## config.mk

```make
export PLATFORM = sky130hd
export DESIGN_NAME = univ_register
export DESIGN_NICKNAME = d
export VERILOG_FILES = /design/src/rtl/univ_register.sv
export SDC_FILE = /design/constraint.sdc
export NUM_CORES = 1
export LEC_CHECK = 0
export BUFFER_PORTS_ARGS = -buffer_cell sky130_fd_sc_hd__buf_4
export CAP_MARGIN = 0
export CORE_ASPECT_RATIO = 1.5
export CORE_MARGIN = 4
export CORE_UTILIZATION = 53
export DETAILED_ROUTE_END_ITERATION = 10
export PLACE_DENSITY = 0.89
export SLEW_MARGIN = 0
export SYNTH_ARGS = -nofsm -noshare
export SYNTH_HDL_FRONTEND = slang
export SYNTH_SLANG_ARGS = --single-unit
```

## constraint.sdc

```tcl
create_clock -name clk -period 2.55 [get_ports clk]
set_input_delay 0.1275 -clock clk [delete_from_list [all_inputs] [get_ports clk]]
set_output_delay 0.1275 -clock clk [all_outputs]
set_load 0.02 [all_outputs]
```

## src/rtl/univ_register.sv

```systemverilog
// Parametrised general-purpose register: load, inc/dec, shift, rotate, sync clear, carry/zero flags.
// Define UNIV_REGISTER_BUS_EN to add the tri-state bus output and the bus-sourced LOAD.
module univ_register #(
    parameter int              WIDTH     = 8,
    parameter logic [WIDTH-1:0] RESET_VAL = '0
) (
    input  logic             clk,
    input  logic             clr_n,
    input  logic             en,
    input  logic [2:0]       op,
    input  logic [WIDTH-1:0] d,
    input  logic             sin,
`ifdef UNIV_REGISTER_BUS_EN
    input  logic             oe,
    input  logic             bus_ld,
    inout  wire  [WIDTH-1:0] bus,
`endif
    output logic [WIDTH-1:0] q,
    output logic             carry,
    output logic             zero
);

    localparam logic [2:0] OP_HOLD = 3'b000;
    localparam logic [2:0] OP_LOAD = 3'b001;
    localparam logic [2:0] OP_INC  = 3'b010;
    localparam logic [2:0] OP_DEC  = 3'b011;
    localparam logic [2:0] OP_SHL  = 3'b100;
    localparam logic [2:0] OP_SHR  = 3'b101;
    localparam logic [2:0] OP_ROL  = 3'b110;
    localparam logic [2:0] OP_SCLR = 3'b111;

    logic [WIDTH-1:0] q_nxt;
    logic             carry_nxt;
    logic [WIDTH-1:0] load_data;
    logic [WIDTH:0]   inc_sum;

`ifdef UNIV_REGISTER_BUS_EN
    assign bus       = oe ? q : {WIDTH{1'bz}};
    assign load_data = bus_ld ? bus : d;
`else
    assign load_data = d;
`endif

    assign inc_sum = {1'b0, q} + {{WIDTH{1'b0}}, 1'b1};

    always_comb begin
        q_nxt     = q;
        carry_nxt = carry;
        case (op)
            OP_HOLD: begin
                q_nxt     = q;
                carry_nxt = carry;
            end
            OP_LOAD: begin
                q_nxt     = load_data;
                carry_nxt = 1'b0;
            end
            OP_INC: begin
                q_nxt     = inc_sum[WIDTH-1:0];
                carry_nxt = inc_sum[WIDTH];
            end
            OP_DEC: begin
                q_nxt     = q - {{(WIDTH-1){1'b0}}, 1'b1};
                carry_nxt = (q == '0);
            end
            OP_SHL: begin
                q_nxt     = {q[WIDTH-2:0], sin};
                carry_nxt = q[WIDTH-1];
            end
            OP_SHR: begin
                q_nxt     = {sin, q[WIDTH-1:1]};
                carry_nxt = q[0];
            end
            OP_ROL: begin
                q_nxt     = {q[WIDTH-2:0], q[WIDTH-1]};
                carry_nxt = q[WIDTH-1];
            end
            OP_SCLR: begin
                // Sync clear always goes to zero, independent of RESET_VAL.
                q_nxt     = '0;
                carry_nxt = 1'b0;
            end
            default: begin
                q_nxt     = q;
                carry_nxt = carry;
            end
        endcase
    end

    always_ff @(posedge clk or negedge clr_n) begin
        if (!clr_n) begin
            q     <= RESET_VAL;
            carry <= 1'b0;
        end else if (en) begin
            q     <= q_nxt;
            carry <= carry_nxt;
        end
    end

    assign zero = (q == '0);

endmodule

```

* Word level (Yosys, flattened, before mapping)
Cells that the tools add are included.
Storage, ports and cells: flip-flop bits (word level) 9, bits in latches 0, RAM bits 0, ROM bits 0, output and inout port bits 10, logic and storage cells 19, memories kept 0
Cells by class: $add $sub $neg 2, $mul 0, divide/modulo/power cells 0, order comparisons 0, eq/ne operators 7, shift operators 0, mux-type cells 2, bitwise gates (word level) 1, reductions and logical operators 5
Operators by type and width (number):
- case mux 8 bit (7 select lines) | 1
- equality test 3 bit, second input constant | 4
- adder 8 x 1 -> 9 bit, second input constant | 1
- logical NOT 8 bit | 1
- subtractor 8 x 1 -> 8 bit, second input constant | 1
- equality test 3 x 2 -> 1 bit, second input constant | 2
- case mux 1 bit (5 select lines) | 1
- OR reduction 2 bit | 2
- equality test 3 x 1 -> 1 bit, second input constant | 1
- logical NOT 3 bit | 1
- AND reduction 2 bit | 1
- NOT 1 bit | 1

* Depth between registers and ports, before layout
word-level depth 3, mapped depth 7

* Worst setup path after synthesis
OpenSTA, ideal clock, no wires.
kind reg-to-reg, start reg q[5], end reg carry, arrival time 1.985 ns, required time 2.467 ns, slack 0.482 ns, stages on the path, launching flop included 5, buffers on the path 0, cell sequence dfrtp_1 -> or3_1 -> nor4_1 -> a31oi_1 -> o21ai_0
On the way: word-level cells in the longest chain between the ends 2
RTL lines:
- start: declaration | RTL line 18 | output logic [WIDTH-1:0] q,
- start signal: assignment | RTL line 95 | q <= q_nxt;
- logical NOT 8 bit
- named net zero | RTL line 20 | output logic zero
- case mux 1 bit (5 select lines) | RTL line 49 | case (op)
- end signal: assignment | RTL line 96 | carry <= carry_nxt;
- end: declaration | RTL line 19 | output logic carry,
The timed path passes the listed nets, and every way through them passes these cells. A chain may end at the register's enable or synchronous reset.

* Worst setup path after layout
start reg q[3], end out zero
On the way: word-level cells in the longest chain between the ends 1
RTL lines:
- logical NOT 8 bit | RTL line 100 | assign zero = (q == '0);
- end: declaration | RTL line 20
Every way passes these cells.

==> impl_metrics.tcl <==
set metrics [dict create \
    fmax_ghz 0.480 \
    slowest_stage "dfrtp_1" \
    pin_count 25 \
    r2r-start "q[2]$_DFFE_PN0P_" \
    skew_ps 3.14 \
    yosys.area.top_type "dfrtp_1" \
    drt-total-wl_um 3040 \
    period_needed_ps 2080 \
    ys_ff_latch 9 \
    synth-seq-area-share 0.218 \
    worstSetupEndpointType "output pin" \
    die_w_um 44.0 \
    core_area_um2 1850 \
    grt_use_total 0.241 \
    grt_max_degree 29 \
    grt_pass1_wl_um 4960 \
    synthTopCellsByArea "dfrtp_1 (22%), o21ai_0 (3.9%), ha_1 (3.6%)" \
    cp_max_fo 15 \
    antennaDiodeCount 0 \
    path_cells "or3_1 -> nor4_1 -> buf_4" \
    yosysTopAreaCellShare 0.218 \
    cts-root-buf "clkbuf_4" \
    via_per_inst 6.82 \
    die_h_um 62.1 \
    start_util 0.557 \
    slew_violations 0 \
    critPathMaxStageDelay_ps 540 \
    drtIter0Drc 63 \
    drtAntennaViolNets 0 \
    dieArea_um2 2730 \
    drc 0 \
    grt_pass1_vias 1064 \
    core.rowCount 19 \
    hold_start "en" \
    finalCritPeriodShare 0.817 \
    ys_types 51 \
    port-buffer-count 24 \
    syn_to_final_growth_pct 19.5 \
    cts_resized 0 \
    syn_nets 150 \
    cp.arrival_ps 1960 \
    synth_edf_count 0 \
    layout_common_cells "buf_4 (26), nand2_1 (10), dfrtp_1 (9), o21ai_0 (8)" \
    final_common_cell "buf_4" \
    status "complete, no violations" \
    ir_worst_vdd_mv 0.350 \
    rsz0062_at_grt "no" \
    startpoint_type "flip-flop" \
    gp_congestion 0.905 \
    cts_tree "done" \
    netlist_area_um2 1030 \
    synthFlopType "dfrtp_1" \
    p_leak_nw 0.486 \
    cts_buffers 3 \
    syn_area_per_cell_um2 7.82 \
    synth_cells 132 \
    via_count 1166 \
    dp_hpwl_um 2110 \
    cts.sinks 9 \
    max-cap-violations 0 \
    htree_num_levels 1 \
    async_flop_share 1.00 \
    finalSetupViolations 0 \
    insertion_delay_ps 270 \
    fin_nets 169 \
    clk_pin_slew_ps 70 \
    post_drt_wl_per_cell_um 17.8 \
    crit_path_start "q[3]$_DFFE_PN0P_" \
    cp.required_ps 2420 \
    antenna_found_initial 0 \
    hold_path.class "in2reg" \
    path_class "reg2out" \
    worst_pin_slew_ps 524 \
    fin_util 0.665 \
    cts.path.max_buffers 2 \
    yosysWarnings 0 \
    hold_violations 0 \
    fin_tns_setup_ps 0 \
    powerDensity_nw_per_um2 524 \
    drt_first_pass_iters 4 \
    drive_gt1_frac 0.220 \
    relSlewSlack 0.650 \
    grt_remaining_overflow 0 \
]
==> cells by family (layout without fill, tap and decap cells) <==
group,after synthesis,in the layout,share of synthesized area
buffers and inverters,18,36,0.0727
AOI/OAI and AO/OA,43,43,0.297
xor gates and xnor gates,2,2,0.0170
muxes,2,2,0.0315
adders and majority gates,3,3,0.0364
and+or+nand+nor,55,55,0.327
DFF,9,9,0.218
==> power breakdown <==
part / internal [W] / switching (W)
clock network: 0.0000606 / 0.0000601
logic: 0.000135 / 0.000157
registers: 0.000167 / 0.0000672
total: 0.000363 / 0.000284
==> final cells by class <==
class | instances | area (um2)
flip-flops and latches | 9 | 225
inverters | 5 | 18.8
clock buffers | 4 | 26.3
multi-input cells | 105 | 732
well taps | 21 | 26.3
repair buffers | 27 | 205
fillers | 161 | 621
==> synthesized netlist by cell type, drive strengths merged (2+ instances only) <==
| master | n |
|---|---|
| a21boi | 4 |
| a21oi | 4 |
| a22oi | 2 |
| buf | 5 |
| clkbuf | 8 |
| dfrtp | 9 |
| ha | 3 |
| inv | 5 |
| nand2 | 10 |
| nand2b | 3 |
| nand3 | 4 |
| nand3b | 2 |
| nand4 | 4 |
| nand4b | 2 |
| nor2 | 4 |
| nor2b | 2 |
| nor3 | 5 |
| nor3b | 4 |
| nor4 | 4 |
| o211ai | 5 |
| o21ai | 8 |
| o2bb2ai | 2 |
| o31a | 2 |
| o31ai | 5 |
| or3b | 2 |
| or4 | 3 |
==> layer usage <==
layer  GRT usage  up-vias  wire length (um)
met3      0.0259       14               215
met1       0.306      543              1220
met2       0.417       64              1500
met5           0        -                 0
met4      0.0905        0               104
li1            -      545                 -
==> through the flow <==
stage / area, um2 / instances / setup WS [ps] / power (W) / hold slack (ps)
after floorplan: 1030 / 132 / 482 / 0.000414 / -168
after global placement: 1200 / 166 / 687 / 0.000509 / -34.4
after detailed placement: 1200 / 166 / 636 / 0.000520 / -33.0
after CTS: 1230 / 171 / 500 / 0.000644 / 111
final: 1230 / 171 / 467 / 0.000647 / 117
after global routing: 1230 / 171 / 437 / 0.000684 / 138
==> flip-flops by register name, indices dropped and copies added, names as in the netlist <==
name,cells
q,8
carry,1
==> final timing paths <==
check                      cells past startpoint                 to  slack [ps]
hold / removal                                 2   q[1]$_DFFE_PN0P_         120
max in group asynchronous                      2  carry$_DFFE_PN0P_        2190
setup reg to reg                               4   q[7]$_DFFE_PN0P_         590
min in group asynchronous                      2   q[7]$_DFFE_PN0P_         220
setup / recovery                               3               zero         470
hold reg to reg                                2  carry$_DFFE_PN0P_         490
==> what timing repair did <==
action                                 4_1_cts  5_1_grt
endpoints found under the hold margin        9        0
setup buffers                                0        0
hold buffers                                 1        0
setup endpoints to repair                    0        0
==> worst max-delay path: cells and delay by family (launching register included) <==
kind	cells	cell delay (ps)
DFF	1	540
and+or+nand+nor	2	910
buffers and inverters	1	230
No activity file was read; power rests on OpenSTA's default activity.
